<file path="src/rtl/instr_encoder_loader.sv">
// RV32I instruction encoder and sequential instruction-memory loader.
// Field bundles arrive over valid/ready, get packed into 32-bit words, and are
// written one per two cycles to consecutive word addresses. Illegal bundles are
// dropped and flagged through a sticky error with the first error code kept.
module instr_encoder_loader #(
  parameter int unsigned ADDR_W = 6,
  parameter int unsigned DEPTH  = 64
) (
  input  logic              clk,
  input  logic              reset,
  input  logic              clear,
  input  logic              in_valid,
  output logic              in_ready,
  input  logic [2:0]        in_fmt,
  input  logic [6:0]        in_op,
  input  logic [2:0]        in_f3,
  input  logic              in_f7,
  input  logic [4:0]        in_rd,
  input  logic [4:0]        in_rs1,
  input  logic [4:0]        in_rs2,
  input  logic [31:0]       in_imm,
  output logic              mem_we,
  output logic [ADDR_W-1:0] mem_addr,
  output logic [31:0]       mem_wdata,
  output logic [ADDR_W:0]   count,
  output logic              full,
  output logic              err,
  output logic [1:0]        err_code
);

  localparam logic [2:0] FmtR = 3'd0;
  localparam logic [2:0] FmtI = 3'd1;
  localparam logic [2:0] FmtS = 3'd2;
  localparam logic [2:0] FmtB = 3'd3;
  localparam logic [2:0] FmtU = 3'd4;
  localparam logic [2:0] FmtJ = 3'd5;

  localparam logic [1:0] CodeOk       = 2'd0;
  localparam logic [1:0] CodeBadFmt   = 2'd1;
  localparam logic [1:0] CodeRange    = 2'd2;
  localparam logic [1:0] CodeMisalign = 2'd3;

  localparam logic [ADDR_W:0] DepthCnt = (ADDR_W + 1)'(DEPTH);

  typedef enum logic [1:0] {StIdle, StWrite, StFull} state_e;

  state_e state_q, state_d;

  logic [ADDR_W-1:0] addr_q, addr_d;
  logic [ADDR_W:0]   count_q, count_d;
  logic              err_q, err_d;
  logic [1:0]        err_code_q, err_code_d;
  logic [31:0]       word_q, word_d;
  logic [1:0]        code_q, code_d;

  logic        restart;
  logic        is_shift;
  logic        sext12, sext13, sext21;
  logic        range_ok;
  logic [31:0] enc_word;
  logic [1:0]  chk_code;

  assign restart = reset | clear;

  // Immediate shifts reuse the I layout with funct7 in the upper bits.
  assign is_shift = (in_op == 7'b0010011) && ((in_f3 == 3'b001) || (in_f3 == 3'b101));

  // Sign-extendable from N bits: all bits above N-2 equal the sign bit.
  assign sext12 = (&in_imm[31:11]) | ~(|in_imm[31:11]);
  assign sext13 = (&in_imm[31:12]) | ~(|in_imm[31:12]);
  assign sext21 = (&in_imm[31:20]) | ~(|in_imm[31:20]);

  // Pack the incoming fields according to the instruction format.
  always_comb begin
    enc_word = '0;
    case (in_fmt)
      FmtR: enc_word = {1'b0, in_f7, 5'b0, in_rs2, in_rs1, in_f3, in_rd, in_op};
      FmtI: begin
        if (is_shift) begin
          enc_word = {1'b0, in_f7, 5'b0, in_imm[4:0], in_rs1, in_f3, in_rd, in_op};
        end else begin
          enc_word = {in_imm[11:0], in_rs1, in_f3, in_rd, in_op};
        end
      end
      FmtS: enc_word = {in_imm[11:5], in_rs2, in_rs1, in_f3, in_imm[4:0], in_op};
      FmtB: enc_word = {in_imm[12], in_imm[10:5], in_rs2, in_rs1, in_f3,
                        in_imm[4:1], in_imm[11], in_op};
      FmtU: enc_word = {in_imm[31:12], in_rd, in_op};
      FmtJ: enc_word = {in_imm[20], in_imm[10:1], in_imm[11], in_imm[19:12], in_rd, in_op};
      default: enc_word = '0;
    endcase
  end

  // Legality check in priority order: format, immediate range, alignment.
  always_comb begin
    chk_code = CodeOk;
    range_ok = 1'b1;
    case (in_fmt)
      FmtI:    range_ok = is_shift ? (in_imm[31:5] == 27'd0) : sext12;
      FmtS:    range_ok = sext12;
      FmtB:    range_ok = sext13;
      FmtJ:    range_ok = sext21;
      FmtU:    range_ok = (in_imm[11:0] == 12'd0);
      default: range_ok = 1'b1;
    endcase
    if (in_fmt >= 3'd6) begin
      chk_code = CodeBadFmt;
    end else if (!range_ok) begin
      chk_code = CodeRange;
    end else if (((in_fmt == FmtB) || (in_fmt == FmtJ)) && in_imm[0]) begin
      chk_code = CodeMisalign;
    end
  end

  // Next-state, handshake and write-port control.
  always_comb begin
    state_d    = state_q;
    addr_d     = addr_q;
    count_d    = count_q;
    err_d      = err_q;
    err_code_d = err_code_q;
    word_d     = word_q;
    code_d     = code_q;
    mem_we     = 1'b0;
    in_ready   = (state_q == StIdle) && !restart;
    unique case (state_q)
      StIdle: begin
        if (in_valid && in_ready) begin
          word_d  = enc_word;
          code_d  = chk_code;
          state_d = StWrite;
        end
      end
      StWrite: begin
        if (code_q == CodeOk) begin
          // A reset or clear landing here cancels the write strobe.
          mem_we  = !restart;
          count_d = count_q + 1'b1;
          // Hold the address at its top value rather than wrapping.
          addr_d  = (&addr_q) ? addr_q : addr_q + 1'b1;
          state_d = (count_d == DepthCnt) ? StFull : StIdle;
        end else begin
          err_d = 1'b1;
          if (!err_q) begin
            err_code_d = code_q;
          end
          state_d = StIdle;
        end
      end
      StFull: state_d = StFull;
      default: state_d = StIdle;
    endcase
  end

  // State register; reset and clear both restart the loader.
  always_ff @(posedge clk) begin
    if (restart) begin
      state_q <= StIdle;
    end else begin
      state_q <= state_d;
    end
  end

  // Datapath registers: address, count, error status and the captured word.
  always_ff @(posedge clk) begin
    if (restart) begin
      addr_q     <= '0;
      count_q    <= '0;
      err_q      <= 1'b0;
      err_code_q <= '0;
      word_q     <= '0;
      code_q     <= '0;
    end else begin
      addr_q     <= addr_d;
      count_q    <= count_d;
      err_q      <= err_d;
      err_code_q <= err_code_d;
      word_q     <= word_d;
      code_q     <= code_d;
    end
  end

  assign mem_addr  = addr_q;
  assign mem_wdata = mem_we ? word_q : 32'd0;
  assign count     = count_q;
  assign full      = (count_q == DepthCnt);
  assign err       = err_q;
  assign err_code  = err_code_q;

endmodule

</file>
<file path="config.mk">
export PLATFORM = sky130hd
export DESIGN_NAME = instr_encoder_loader
export DESIGN_NICKNAME = d
export VERILOG_FILES = /design/src/rtl/instr_encoder_loader.sv
export SDC_FILE = /design/constraint.sdc
export NUM_CORES = 1
export LEC_CHECK = 0
export BUFFER_PORTS_ARGS = -buffer_cell sky130_fd_sc_hd__buf_4
export CAP_MARGIN = 5
export CORE_ASPECT_RATIO = 0.5
export CORE_MARGIN = 1.5
export CORE_UTILIZATION = 35
export CTS_BUF_LIST = sky130_fd_sc_hd__clkbuf_4 sky130_fd_sc_hd__clkbuf_8 sky130_fd_sc_hd__clkbuf_16
export DETAILED_ROUTE_END_ITERATION = 16
export PLACE_DENSITY = 0.66
export SLEW_MARGIN = 5
export SYNTH_ARGS = -nofsm -noshare
export SYNTH_HDL_FRONTEND = slang
export SYNTH_SLANG_ARGS = --single-unit
</file>
<file path="constraint.sdc">
create_clock -name clk -period 1.71 [get_ports clk]
set_clock_uncertainty 0.2 [all_clocks]
set_input_delay 0.0855 -clock clk [delete_from_list [all_inputs] [get_ports clk]]
set_output_delay 0.0855 -clock clk [all_outputs]
set_load 0.01 [all_outputs]
</file>
* Yosys cells after proc, flatten, opt, wreduce, memory -nomap -nowiden
Cells that the tools add are included.
** Word-level totals
- Register bits after elaboration :: 52
- Input bits :: 65
- Output and inout port bits :: 51
- Word-level logic and storage cells :: 71
** Cells by class
- Add/subtract/negate cells :: 2
- Order comparisons :: 1
- Equality and inequality tests :: 13
- Muxes and demuxes :: 14
- Bitwise gates (word level) :: 10
- Reductions and logical operators :: 24
** Operators with widths (count)
- one-hot mux 32 bit (6 select lines) :: 1
- two-way mux 32 bit :: 2
- logical NOT 27 bit :: 1
- AND reduction 21 bit :: 1
- OR reduction 21 bit :: 1
- AND reduction 20 bit :: 1
- OR reduction 20 bit :: 1
- == test 7 bit, second input constant :: 2
- logical NOT 12 bit :: 1
- two-way mux 2 bit :: 6
- AND reduction 12 bit :: 1
- OR reduction 12 bit :: 1
- == test 3 bit, second input constant :: 3
- adder 7 x 1 -> 7 bit, second input constant :: 1
- == test 7 x 5 -> 1 bit, second input constant :: 1
- adder 6 x 1 -> 6 bit, second input constant :: 1
- == test 3 x 1 -> 1 bit, second input constant :: 2
- == test 3 x 2 -> 1 bit, second input constant :: 2
- inverter 1 bit :: 6
- one-hot mux 2 bit (3 select lines) :: 1
- AND reduction 2 bit :: 3
- AND reduction 3 bit :: 2
- AND reduction 6 bit :: 1
- one-hot mux 1 bit (5 select lines) :: 1
- 11 further kinds :: 21

* Longest topological paths before layout
Gate-level depths: netlist of run 1.
- Depth in word-level cells :: 7
- Depth in mapped cells :: 7
- Depth with buffers taken out :: 6

* Worst setup path before layout of run 1
No wires, ideal clock.
- Path type :: register to register
- From :: register state_q[1]
- To :: register word_q[2]
- Setup time :: 71 ps
- Arrival time :: 1462 ps
- Slack :: -23 ps
- Cell stages (with the launch flop) :: 8
- Clock period less this slack :: 1733 ps
- Path through :: dfxtp_1 > nor4_4 > nand2_2 > inv_2 > buf_4 > buf_4 > nand3_1 > a21oi_1
** On the way
- Cells in the longest elaborated chain, start to end :: 4
** Ends and longest elaborated chain
- from (decl) :: line 47 : state_e state_q, state_d;
- from (signal assigned) :: line 158 : state_q <= StIdle;
- from (signal assigned) :: line 160 : state_q <= state_d;
- logical NOT 2 bit :: line 125 : in_ready = (state_q == StIdle) && !restart;
- logical AND 1 bit :: line 125
- net in_ready :: line 13 : output logic in_ready,
- logical AND 1 bit :: line 128 : if (in_valid && in_ready) begin
- AND reduction 2 bit (no line)
- to (signal assigned) :: line 178 : word_q <= word_d;
- to (decl) :: line 53 : logic [31:0] word_q, word_d;
The timed path passes the listed nets, and every way through them passes these cells.
A chain may end at the register's enable or synchronous reset.

* Final worst setup path of run 1
- From :: register state_q[1]
- To :: output port mem_wdata[29]
** On the way
- Cells in the longest elaborated chain, start to end :: 3
** Ends and longest elaborated chain
- == test 2 x 1 -> 1 bit :: line 126 : unique case (state_q)
- two-way mux 1 bit :: line 126
- two-way mux 32 bit :: line 184 : assign mem_wdata = mem_we ? word_q : 32'd0;
- to (decl) :: line 24 : output logic [31:0] mem_wdata,
Every way passes these cells.

==> results.toml, run 1 <==
[synthesis]
muxShareOfSynthArea_pct = 2.46
syn_nets = 431
ys.flop_type = "dfxtp_1"
synth-simple-area-share_pct = 32.9
synth_adder_area_share_pct = 1.27
synth_cells = 363
synth_top_area_share_pct = 35.3
syn_area_sq_mm = 0.00295
synth_compound_area_share_pct = 20.6
yosysWarnings = 0
synth_xor_area_share_pct = 2.08
synth_area_leaders = "dfxtp_1, and3_1, nor2_1"
yosysUniqueCellTypes = 58
ys_ff_latch = 52
synth_top_family_by_area = "simple AND/OR/NAND/NOR gates"
async_flop_share_pct = 0
synth.avg_cell_area_sq_um = 8.11
synth-edff-count = 0
yosysTopAreaCell = "dfxtp_1"
seq_area_frac_synth_pct = 35.3

[layout]
diodes = 0
final.fill_count = 650
drive_gt1_share_pct = 44.3
area_delta_synth_final_pct = 80.4
final_nets = 624
multi_input_area_sq_mm = 0.00210
mostFrequentLayoutCell = "buf_4"
regArea_sq_mm = 0.00105
final_cell_mix = "buf_4, dfxtp_1, nor2_1"
fin_cells = 669

[floorplanning]
coreArea_sq_mm = 0.00809
start_util_pct = 36.4
die_h_um = 67.9
die_w_um = 133
dieArea_sq_mm = 0.00901
boundaryPins = 116
rows = 23

[timing]
rsz0062_at_grt = "true"
setup_violations = 52
maxSlewHeadroom_pct = 50.5
finalCriticalPeriod_ps = 1830
slew_viol_final = 0
finalCritPeriodShare_pct = 107
setup_tns_ps = -4000
hold_viol = 1
tightest_slew_ps = 736
clock.fmax_mhz = 546
finalWorstSetupSlack_ps = -120
fin_hold_ws_ps = -11.6

[drt]
finalWirelength_mm = 11.4
viasPerCell = 5.47
vias = 3662
wl_per_cell_um = 17.1
ant_nets = 0
dr.pass1.iters = 5
drt_iter0_drc = 313
post-route-drc-count = 0

[critical_path]
cp-start-kind = "flop"
worst_setup_path_end_kind = "output port"
arrival_ps = 1540
critical_path_class = "reg -> out"
path_max_fanout = 5
cpMaxStageDelayCell = "dfxtp_4"
cp_data_required_time_ps = 1420
path_common_cell = "buf_6"
cp_top_family = "simple AND/OR/NAND/NOR gates"
slowest_delay_ps = 360
worst-path-buf-inv = 3
crit_chain = "nor4b_4, buf_6, buf_6, and3_1, buf_4"

[pwr]
irDropWorstVdd_uv = 389
total_power_uw = 3080
power.density_mw_per_mm2 = 581
p_leak_uw = 0.00227

[clocking]
clock-sinks = 52
root_buffer = "clkbuf_16"
clock_path_buffers = 2
worstSkewPairLatency_ps = 300
numCtsBuffers = 5
cts_tree = "done"
clkTransAtPathRegs_ps = 80
htree_levels = 2

[global_route]
antenna_found_initial = 0
grt_pass1_vias = 3447
grt_pass1_wl_mm = 17.1
grt_start_max_net_pins = 48
track_usage_pct = 24.3
grt_overflow_total = 0

[placement]
port_buffers = 115
place_ws_ps = -124
dpl.cell_count = 614
place.gp.congestion = 0.884
dp_hpwl_mm = 7.50

[outcome]
violations = "hold timing, setup timing"
status = "finished with violations"

[run]
maxCapViolations = 0

[min_path]
hold_path.class = "in -> reg"
==> logic make-up (layout without fill, tap and decap cells) <==
| kind of cell | Yosys count | count (layout) |
|---|---|---|
| AO/OA/AOI/OAI | 81 | 81 |
| adder cells (fa/ha/maj) | 3 | 3 |
| AND/OR/NAND/NOR | 177 | 177 |
| buffers and inverters | 36 | 230 |
| flip-flops | 52 | 52 |
| XOR/XNOR | 7 | 7 |
| multiplexers | 7 | 7 |
==> stage by stage <==
stage	instance area (sq um)	util, %
after detailed placement	4220	52.1
after floorplan	2950	-
after global routing	5310	65.7
after global placement	4220	52.1
after CTS	5020	62.0
final	5310	65.7
==> sequential cells by signal (all words and copies together), names as in the netlist <==
signal,count
err,1
code_q,2
mem_addr,6
state_q,2
word_q,32
err_code,2
count,7
==> Yosys cell counts (all sizes together), types with 7 or more instances <==
master  instances
o21ai          10
nand3          14
and3           34
nand2          21
nand4           9
a221oi         17
nor3           26
clkbuf         16
buf             9
nor2           45
inv            10
a21oi          16
dfxtp          52
a32oi           7
==> worst paths after layout <==
path,start,end,slack [ps],cells past startpoint
worst max register to register,state_q[1],count[6],-110,6
worst min-delay path,in_imm[16],word_q[16],-10,4
worst max-delay path,state_q[1],mem_wdata[29],-120,5
worst min register to register,word_q[2],word_q[2],250,2
==> cell type report <==
class	count	share of cell area [%]
clock inverter	2	0.730
inverter	11	0.871
timing repair buffer	211	34.0
multi-input combinational	275	39.4
sequential	52	19.7
tap	112	2.64
clock buffer	6	2.61
==> where the power goes <==
part | internal, uW | switching (uW) | leakage [uW]
clock network | 734 | 480 | 0.0000871
logic | 327 | 306 | 0.00176
registers | 1230 | 10.8 | 0.000422
total | 2290 | 797 | 0.00227
==> layer usage <==
metal / vias up / share of wire (%) / track usage (%)
li1: 1749 / - / -
met1: 1742 / 43 / 31.4
met2: 145 / 47 / 41.7
met3: 26 / 8.4 / 4.81
met4: 0 / 1.9 / 8.24
met5: - / 0 / 0
==> worst min-delay path, cell delays in order <==
cell,delay [ps]
buf_4,90
buf_4,100
a221oi_2,50
nor3_1,110
==> timing repair <==
item | CTS | global route
endpoints found under the hold margin | 31 | 0
buffers inserted | 5 | 2
cloned | 2 | 0
resized for setup | 38 | 51
hold buffers | 38 | 0
endpoints found under the setup margin | 43 | 78
pin swaps | 16 | 12
Note: power is estimated with default switching activity, not from simulation.
==> run 2, diff against run 1 <==
BUFFER_PORTS_ARGS = -buffer_cell sky130_fd_sc_hd__buf_2   (was -buffer_cell sky130_fd_sc_hd__buf_4)
==> results.toml, run 2 (synthesis gave the netlist of run 1 again) <==
[layout]
drive_gt1_share_pct = 45.4
largest_register_ffs = 32
area_delta_synth_final_pct = 67.9
final_nets = 623
final.fill_count = 709
diodes = 0
final_cell_mix = "buf_2, buf_4, dfxtp_1"
mostFrequentLayoutCell = "buf_2"
regMostFlops = "word_q"

[global_route]
track_usage_pct = 22.6
grt_overflow_total = 0
grt_start_max_net_pins = 48
antenna_found_initial = 0
grt_pass1_wl_mm = 16.1
grt_pass1_vias = 3272

[pwr]
p_seq_share_pct = 43.4
swShare_pct = 26.0
irDropWorstVdd_uv = 352
internal_power_uw = 2110
power.density_mw_per_mm2 = 578
power_frac_clock_pct = 37.2
p_leak_uw = 0.00214
combPwrFrac_pct = 19.4
p_sw_uw = 743

[drt]
dr.pass1.iters = 5
post-route-drc-count = 0
ant_nets = 0
viasPerCell = 5.51
met2WireLength_mm = 5.14
vias = 3674
wl_per_cell_um = 16.4
highest_layer = "met4"
drt_iter0_drc = 257
wl_met3_um = 638
finalWirelength_mm = 10.9
met1_length_mm = 4.99

[clocking]
cts_tree = "done"
htree_levels = 2
clock_path_buffers = 2
numCtsBuffers = 5
worstSkewPairLatency_ps = 290
clkTransAtPathRegs_ps = 70
clock-sinks = 52
root_buffer = "clkbuf_16"

[critical_path]
rr_worst_depth = 6
worstReg2RegEnd = "count[5]"
r2r_slack_ps = -80
slowest_delay_ps = 340
arrival_ps = 1560
cp_data_required_time_ps = 1420
cp-start-kind = "flop"
cp_top_family = "simple AND/OR/NAND/NOR gates"
r2r-start = "code_q[1]"
critical_path_class = "reg -> out"
worst-path-buf-inv = 2
crit_chain = "nor4b_4, buf_4, and3_1, buf_2"
worst_setup_path_end_kind = "output port"
critical_path_depth = 4
critPathLaunch = "code_q[1]"
crit_end = "mem_wdata[19]"
path_max_fanout = 17
cpMaxStageDelayCell = "dfxtp_2"

[placement]
port_buffers = 115
place_ws_ps = -69.7
dp_hpwl_mm = 7.30
place.gp.congestion = 0.899

[timing]
clock.fmax_mhz = 543
finalCriticalPeriod_ps = 1840
tightest_slew_ps = 567
finalWorstSetupSlack_ps = -133
slew_viol_final = 0
maxSlewHeadroom_pct = 62.2
hold_viol = 0
rsz0062_at_grt = "true"
setup_tns_ps = -3920
setup_violations = 50
fin_hold_ws_ps = 0.482
finalCritPeriodShare_pct = 108

[run]
maxCapViolations = 0

[outcome]
violations = "setup timing"
status = "finished with violations"

[floorplanning]
rows = 23
start_util_pct = 36.4
die_h_um = 67.9
die_w_um = 133
coreArea_sq_mm = 0.00809
boundaryPins = 116
dieArea_sq_mm = 0.00901

[min_path]
hold_path.class = "in -> reg"
==> run 2: changes by cell type in the layout (fill, tap and decap cells not counted), sizes merged <==
cell / before / now
dlygate4sd3: 38 / 30
buf: 172 / 179
clkinv: 3 / 1
bufbuf: 1 / 0
bufinv: 1 / 0
clkbuf: 6 / 7
inv: 9 / 10
nand2: 21 / 22
==> run 2: power groups by stage <==
stage / Sequential (uW) / Clock, uW / Combinational (uW)
floorplan: 1260 / 0 / 198
global placement: 1260 / 0 / 411
detailed placement: 1270 / 0 / 415
CTS: 1240 / 1080 / 488
global route: 1240 / 1130 / 593
finish: 1240 / 1060 / 554
==> run 2: worst min path at each step <==
stage | startpoint | endpoint | slack (ps) | depth (start not counted)
after floorplan | reset | in_ready | 4 | 1
after global placement | in_op[4] | word_q[4] | 170 | 3
after detailed placement | in_op[0] | word_q[0] | 170 | 3
after CTS | in_imm[28] | word_q[28] | 1 | 4
after global routing | in_imm[13] | word_q[13] | 10 | 4
final | in_imm[13] | word_q[13] | 0.5 | 4
==> run 2: worst reg2reg max path, cell delays in order, from the launching register on <==
cell and delay [ps]:
dfxtp_2 340, nor4b_4 310, buf_6 180, buf_8 130, nand4_1 100, or3_1 320
a21oi_1 130
==> run 2: per-layer routing <==
layer | up-vias | global-route usage (%)
li1 | 1746 | -
met1 | 1745 | 30.1
met2 | 156 | 38.8
met3 | 27 | 4.67
met4 | 0 | 4.81
met5 | - | 0
==> run 2: cell type report <==
cell class	count	area, sq um	area share (%)
Tap cell	112	140	2.83
Timing Repair Buffer	209	1520	30.7
Sequential cell	52	1050	21.2
Clock buffer	7	153	3.09
Inverter	11	43.8	0.886
Multi-Input combinational cell	276	2040	41.3
==> run 2: per-stage QoR <==
step	util (%)	std cells	cell area, sq um	power [uW]
after global routing	61.1	667	4940	2960
after detailed placement	49.0	618	3960	1680
after floorplan	-	363	2950	1460
final	61.1	667	4940	2860
after global placement	49.0	618	3960	1680
after CTS	57.2	660	4620	2800
==> run 2: what timing repair did <==
item / in CTS / in global routing
cloned: 1 / 1
setup endpoints to repair: 64 / 79
setup buffers: 4 / 6
hold endpoints to repair: 27 / 0
pin swaps: 19 / 12
hold buffers: 30 / 0
gates resized for setup: 38 / 57
